`src/rtl/decode_stage_sb.sv`:
```
// decode_stage_sb: registered IITB-RISC decode stage with a valid/ready
// handshake and a register scoreboard. It stalls fetch while a source or
// destination register is still waiting for writeback.
module decode_stage_sb #(
    parameter int DATA_W = 16,
    parameter int NREGS  = 8,
    parameter int CNT_W  = 16,
    parameter int REG_AW = ($clog2(NREGS) < 3) ? 3 : $clog2(NREGS)
) (
    input  logic              clk,
    input  logic              rst_n,
    input  logic              in_valid,
    output logic              in_ready,
    input  logic [15:0]       in_instr,
    output logic              out_valid,
    input  logic              out_ready,
    output logic [3:0]        out_opcode,
    output logic [REG_AW-1:0] out_rd,
    output logic [REG_AW-1:0] out_rs1,
    output logic [REG_AW-1:0] out_rs2,
    output logic              out_rd_en,
    output logic              out_rs1_en,
    output logic              out_rs2_en,
    output logic [1:0]        out_cz,
    output logic [DATA_W-1:0] out_imm,
    output logic              out_illegal,
    input  logic              wb_valid,
    input  logic [REG_AW-1:0] wb_rd,
    input  logic              flush,
    output logic [NREGS-1:0]  pending,
    output logic [CNT_W-1:0]  hazard_cnt
);

    logic [3:0]        dec_opcode;
    logic [REG_AW-1:0] dec_rd, dec_rs1, dec_rs2;
    logic              dec_rd_en, dec_rs1_en, dec_rs2_en;
    logic [1:0]        dec_cz;
    logic [DATA_W-1:0] dec_imm;
    logic              dec_illegal;

    logic [REG_AW-1:0] fld_a, fld_b, fld_c;
    logic [DATA_W-1:0] imm_s6, imm_s9, imm_lhi;

    logic              hazard;
    logic              accept;
    logic [NREGS-1:0]  pending_nxt;

    assign fld_a   = REG_AW'(in_instr[11:9]);
    assign fld_b   = REG_AW'(in_instr[8:6]);
    assign fld_c   = REG_AW'(in_instr[5:3]);
    assign imm_s6  = DATA_W'($signed(in_instr[5:0]));
    assign imm_s9  = DATA_W'($signed(in_instr[8:0]));
    assign imm_lhi = DATA_W'({in_instr[8:0], 7'b0});

    // Decode the incoming word; unused fields and enables stay at zero.
    always_comb begin
        dec_opcode  = in_instr[15:12];
        dec_rd      = '0;
        dec_rs1     = '0;
        dec_rs2     = '0;
        dec_rd_en   = 1'b0;
        dec_rs1_en  = 1'b0;
        dec_rs2_en  = 1'b0;
        dec_cz      = 2'b00;
        dec_imm     = '0;
        dec_illegal = 1'b0;
        case (in_instr[15:12])
            4'h0: begin
                dec_rs1 = fld_a; dec_rs1_en = 1'b1;
                dec_rd  = fld_b; dec_rd_en  = 1'b1;
                dec_imm = imm_s6;
            end
            4'h1, 4'h2: begin
                dec_rs1 = fld_a; dec_rs1_en = 1'b1;
                dec_rs2 = fld_b; dec_rs2_en = 1'b1;
                dec_rd  = fld_c; dec_rd_en  = 1'b1;
                dec_cz  = in_instr[1:0];
            end
            4'h3: begin
                dec_rd  = fld_a; dec_rd_en = 1'b1;
                dec_imm = imm_lhi;
            end
            4'h4: begin
                dec_rd  = fld_a; dec_rd_en  = 1'b1;
                dec_rs1 = fld_b; dec_rs1_en = 1'b1;
                dec_imm = imm_s6;
            end
            4'h5, 4'h8: begin
                dec_rs1 = fld_a; dec_rs1_en = 1'b1;
                dec_rs2 = fld_b; dec_rs2_en = 1'b1;
                dec_imm = imm_s6;
            end
            4'h9: begin
                dec_rd  = fld_a; dec_rd_en = 1'b1;
                dec_imm = imm_s9;
            end
            4'hA: begin
                dec_rd  = fld_a; dec_rd_en  = 1'b1;
                dec_rs1 = fld_b; dec_rs1_en = 1'b1;
            end
            4'hB: begin
                dec_rs1 = fld_a; dec_rs1_en = 1'b1;
                dec_imm = imm_s9;
            end
            default: dec_illegal = 1'b1;
        endcase
    end

    assign hazard = in_valid & ((dec_rs1_en & pending[dec_rs1]) |
                                (dec_rs2_en & pending[dec_rs2]) |
                                (dec_rd_en  & pending[dec_rd]));

    assign in_ready = !flush && !hazard && (!out_valid || out_ready);
    assign accept   = in_valid && in_ready;

    // Scoreboard next state: clears first, then the new destination is marked busy.
    always_comb begin
        pending_nxt = pending;
        if (flush && out_valid && out_rd_en) begin
            pending_nxt[out_rd] = 1'b0;
        end
        if (wb_valid) begin
            pending_nxt[wb_rd] = 1'b0;
        end
        if (accept && dec_rd_en) begin
            pending_nxt[dec_rd] = 1'b1;
        end
    end

    // Scoreboard register.
    always_ff @(posedge clk or negedge rst_n) begin
        if (!rst_n) begin
            pending <= '0;
        end else begin
            pending <= pending_nxt;
        end
    end

    // Output register: flush beats accept, accept beats consume, otherwise hold.
    always_ff @(posedge clk or negedge rst_n) begin
        if (!rst_n) begin
            out_valid   <= 1'b0;
            out_opcode  <= '0;
            out_rd      <= '0;
            out_rs1     <= '0;
            out_rs2     <= '0;
            out_rd_en   <= 1'b0;
            out_rs1_en  <= 1'b0;
            out_rs2_en  <= 1'b0;
            out_cz      <= '0;
            out_imm     <= '0;
            out_illegal <= 1'b0;
        end else if (flush) begin
            out_valid <= 1'b0;
        end else if (accept) begin
            out_valid   <= 1'b1;
            out_opcode  <= dec_opcode;
            out_rd      <= dec_rd;
            out_rs1     <= dec_rs1;
            out_rs2     <= dec_rs2;
            out_rd_en   <= dec_rd_en;
            out_rs1_en  <= dec_rs1_en;
            out_rs2_en  <= dec_rs2_en;
            out_cz      <= dec_cz;
            out_imm     <= dec_imm;
            out_illegal <= dec_illegal;
        end else if (out_ready) begin
            out_valid <= 1'b0;
        end
    end

    // Saturating count of cycles spent stalled on a register hazard.
    always_ff @(posedge clk or negedge rst_n) begin
        if (!rst_n) begin
            hazard_cnt <= '0;
        end else if (hazard && (hazard_cnt != {CNT_W{1'b1}})) begin
            hazard_cnt <= hazard_cnt + 1'b1;
        end
    end

endmodule

```
`config.mk`:
```
export PLATFORM = sky130hd
export DESIGN_NAME = decode_stage_sb
export DESIGN_NICKNAME = d
export VERILOG_FILES = /design/src/rtl/decode_stage_sb.sv
export SDC_FILE = /design/constraint.sdc
export NUM_CORES = 1
export LEC_CHECK = 0
export CAP_MARGIN = 0
export CORE_ASPECT_RATIO = 0.75
export CORE_MARGIN = 5
export CORE_UTILIZATION = 50
export DETAILED_ROUTE_END_ITERATION = 16
export PLACE_DENSITY = 0.78
export SYNTH_ARGS = -nofsm -noshare
export SYNTH_HDL_FRONTEND = slang
export SYNTH_SLANG_ARGS = --single-unit
```
`constraint.sdc`:
```
create_clock -name clk -period 2.7 [get_ports clk]
set_input_delay 0.27 -clock clk [delete_from_list [all_inputs] [get_ports clk]]
set_output_delay 0.27 -clock clk [all_outputs]
set_load 0.02 [all_outputs]
```
==> impl_summary.txt <==
----------------------------------------------------
[Run status]
  Status ... finished, violations left
  Failing checks ... setup timing

[Critical path]
  Slowest cell on crit path ... sky130_fd_sc_hd__a221oi_2
  Cells traversed along the worst timing path ... dlygate4sd2_1 > buf_4 > nor2b_4 > nand2_2 > a21boi_4 > buf_4 > nor3b_2 > o32ai_2 > a221oi_2 > a21oi_2 > o21a_1 > buf_6
  Arrival time at the worst endpoint ... 2470 ps
  Most Frequent Cell on Critical Path ... sky130_fd_sc_hd__buf_4
  R2r setup slk ... 330 ps
  Worst reg2reg path depth ... 10
  Critical path class ... primary input to primary output
  Maximum fanout along the worst path ... 5
  Endpoint of the lowest-slack register-to-register path ... out_rd[0]$_DFFE_PN0P_
  Type of element capturing the critical path ... primary output
  Required time at the endpoint of the critical path ... 2430 ps
  Startpoint type of the worst setup path ... primary input
  Delay of the slowest cell on the worst path ... 430 ps
  Worst path buffer plus inverter count ... 4
  Critical R2R Launch ... pending[5]$_DFF_PN0_
  Cell family with the largest share of critical-path delay ... compound AO/OA/AOI/OAI gates

[Floorplan]
  Total Die Area ... 8580 um2
  Initial Util ... 0.506
  Top-level port count ... 86
  Die outline height ... 81.5 um
  Die X-Extent ... 105 um
  Standard-cell row count ... 26
  Core area ... 6730 um2

[Final layout]
  Number of fill cells ... 444
  Number of cells in the finished layout apart from fillers ... 604
  Area overhead of the layout relative to synthesis ... 54.6%
  Fraction of final layout cells sized beyond drive strength 1 ... 0.269
  Number of nets in the finished design ... 541
  Post-layout util ... 0.782
  Antenna Diode Count ... 0

[Synth]
  Arithmetic-cell share of the synthesized area counting full adders, half adders and majority gates ... 0.00367
  Share of the yosys chip area belonging to registers ... 0.441
  Cells taking the most area after synthesis ... sky130_fd_sc_hd__dfrtp_1 (44%), sky130_fd_sc_hd__nand2_1 (7.1%), sky130_fd_sc_hd__o21ai_0 (4.6%)
  Post-Synthesis Cells ... 371
  Total of flip-flops plus latches after synthesis ... 60
  Asr flop ratio synth ... 1.00
  Synth Flop Type ... sky130_fd_sc_hd__dfrtp_1
  Cell area after synthesis ... 3410 um2
  Post-Syn Nets ... 397
  Number of flops mapped to enable cells by yosys ... 0
  Mux contribution to synthesized area ... 0.0536
  Fraction of synthesized cell area in xor and xnor cells ... 0.0411
  Most common cell in the synthesized netlist ... sky130_fd_sc_hd__nand2_1
  Unique masters post-synth ... 55
  Count of yosys warnings during synthesis ... 0
  Post-synthesis share of cell area spent on and, or, nand and nor gates ... 0.207
  Share of the synthesized area in the top cell type ... 0.441
  Synthesized-area fraction occupied by ao, oa, aoi and oai cells ... 0.217
  Ranking of synthesized cells by instance count ... sky130_fd_sc_hd__nand2_1 (64), sky130_fd_sc_hd__dfrtp_1 (60), sky130_fd_sc_hd__o21ai_0 (31), sky130_fd_sc_hd__a21oi_1 (16), sky130_fd_sc_hd__xor2_1 (14)
  Combinational family with the most area after synthesis ... compound AO/OA/AOI/OAI gates
  Cell type with the highest aggregate area in the netlist ... sky130_fd_sc_hd__dfrtp_1
  Avg Inst Size Synth ... 9.18 um2

[Job]
  Count of maximum capacitance violations ... 0

[Power]
  Portion of total power attributed to combinational logic ... 0.425
  Internal power consumption ... 0.00237 W
  Sequential share of power ... 0.357
  IR Drop Worst-Case VDD ... 0.000642 V
  Clock share of power ... 0.218
  Sum of internal, switching and leakage power ... 0.00378 W
  Net switching power ... 0.00141 W
  Power per cell area ... 718 nW/um2
  Reported leakage power ... 2.37 nW
  Sw Share ... 0.374

[CTS]
  H-tree depth reported by CTS ... 3
  CTS tree ... built
  Number of buffers created by CTS ... 9
  Count of hold buffers inserted by post-cts repair ... 0
  Clock transition at the registers of the reported paths ... 80 ps
  Root buffer cell ... sky130_fd_sc_hd__clkbuf_8
  Buffer levels on the longest clock path ... 2
  Count of clock tree sinks ... 60
  Worst-skew pair later-pin latency ... 350 ps

[Placement]
  DP Wirelength ... 7370 um
  Cell count after placement ... 574
  Number of input and output port buffers inserted ... 85
  RePlAce Congestion ... 0.939

[Timing]
  Number of failing hold endpoints at the final stage ... 0
  Worst rel slew slack ... 0.330
  Minimum period implied by the final worst setup slack ... 2740 ps
  Transition at the pin with the smallest max-transition slack ... 1000 ps
  Clock Skews ... 11.5 ps
  Max Clock Freq ... 365 MHz
  Final number of max-transition violations ... 0
  Final period utilization ... 1.01
  Setup slack of the critical path after layout ... -40.5 ps
  Final setup fails ... 1

[Global routing]
  Number of antenna violations at the first check in global routing ... 0
  Maximum number of pins on one net before global-route repair ... 46
  First-pass GRT wire length ... 16500 um
  Via count of the first global-routing pass ... 3268
  Combined global-route utilization of all metal layers ... 0.242
  Total congestion overflow after global routing ... 0

[Routing]
  Ratio of routed vias to standard cells ... 5.75
  Routed wirelength normalized by instance count ... 18.0 um
  Pre-Repair DR Iteration Count ... 5
  Final wirelength ... 10900 um
  Antenna Violating Nets Remaining ... 0
  Vias ... 3472
  DRC ... 0
  DRT iter0 DRCs ... 320

[Hold path]
  Class of the tightest hold or removal check ... primary input to asynchronous set/reset pin

----------------------------------------------------
==> kinds of logic (layout without fill, tap and decap cells) <==
group                    after synthesis  in the layout
AO/OA/AOI/OAI                        107            107
buffers and inverters                 26            175
adder cells (fa/ha/maj)                1              1
XOR/XNOR                              16             16
AND/OR/NAND/NOR                      144            144
multiplexers                          17             17
flip-flops                            60             60
==> power groups by stage <==
| stage | clock network, W | logic [W] | registers, W |
|---|---|---|---|
| 6_report | 0.000825 | 0.00161 | 0.00135 |
| 4_1_cts | 0.000834 | 0.00155 | 0.00134 |
| 5_1_grt | 0.000879 | 0.00171 | 0.00138 |
| 2_1_floorplan | 0 | 0.000465 | 0.00161 |
| 3_3_place_gp | 0 | 0.00149 | 0.00135 |
| 3_5_place_dp | 0 | 0.00151 | 0.00136 |
==> worst register-to-register path, delay by kind of cell, from the launching register on <==
family	cells	cell delay [ps]
and+or+nand+nor	1	100
buffers and inverters	3	430
muxes	2	550
DFF	1	450
AOI/OAI and AO/OA	4	730
==> cell type report <==
| class | count | area [um2] | share of cell area |
|---|---|---|---|
| inverter | 4 | 15.0 | 0.00285 |
| clock buffer | 9 | 124 | 0.0235 |
| sequential | 60 | 1500 | 0.285 |
| clock inverter | 7 | 76.3 | 0.0145 |
| timing repair buffer | 155 | 1470 | 0.279 |
| tap | 84 | 105 | 0.0200 |
| multi-input combinational | 285 | 1970 | 0.375 |
==> stage by stage <==
step	setup WS [ps]	cell area, um2	hold WS, ps	setup TNS (ps)
2_1_floorplan	113	3410	-25.6	0
3_3_place_gp	-684	4710	462	-27440
3_5_place_dp	-733	4710	465	-32260
4_1_cts	17.6	5040	125	0
5_1_grt	-124	5270	182	-487
6_report	-40.5	5270	85.0	-40.5
==> flip-flops by register name (all words and copies together), names as in the netlist <==
name         flops
hazard_cnt      16
out_cz           2
out_illegal      1
out_imm         16
out_opcode       4
out_rd           3
out_rd_en        1
out_rs1          3
out_rs1_en       1
out_rs2          3
out_rs2_en       1
out_valid        1
pending          8
==> worst max path at each step <==
stage	start	end	depth (start not counted)
2_1_floorplan	in_instr[15]	in_ready	8
3_3_place_gp	in_instr[15]	in_ready	9
3_5_place_dp	in_instr[15]	in_ready	9
4_1_cts	in_instr[6]	in_ready	10
5_1_grt	in_instr[14]	in_ready	12
6_report	in_instr[14]	in_ready	12
==> routing by layer <==
metal,track usage,vias up,share of wire
met5,0,-,0
met4,0.0721,0,0.018
met3,0.0566,24,0.079
met2,0.389,159,0.47
met1,0.329,1663,0.43
li1,-,1626,-
==> cell usage in the layout, fill, tap and decap left out, drive strengths merged, types with 4 or more instances in the layout <==
cell / n
clkdlybuf4s50: 75
buf: 72
nand2: 64
dfrtp: 60
o21ai: 33
a21oi: 17
xor2: 14
nor2: 13
nand2b: 12
nand3: 12
a21o: 11
clkbuf: 11
mux2: 10
nor3: 10
mux2i: 7
o22ai: 7
nand4: 6
nor2b: 6
or2: 6
o221ai: 5
inv: 5
a211o: 5
a211oi: 5
nor4: 5
dlymetal6s2s: 4
==> repair_timing <==
action	4_1_cts	5_1_grt
pin swaps	8	20
hold endpoints to repair	0	0
gates resized for setup	29	38
setup endpoints to repair	61	34
setup buffers	3	10
gates cloned	1	0
Note: power is estimated with default switching activity, not from simulation.
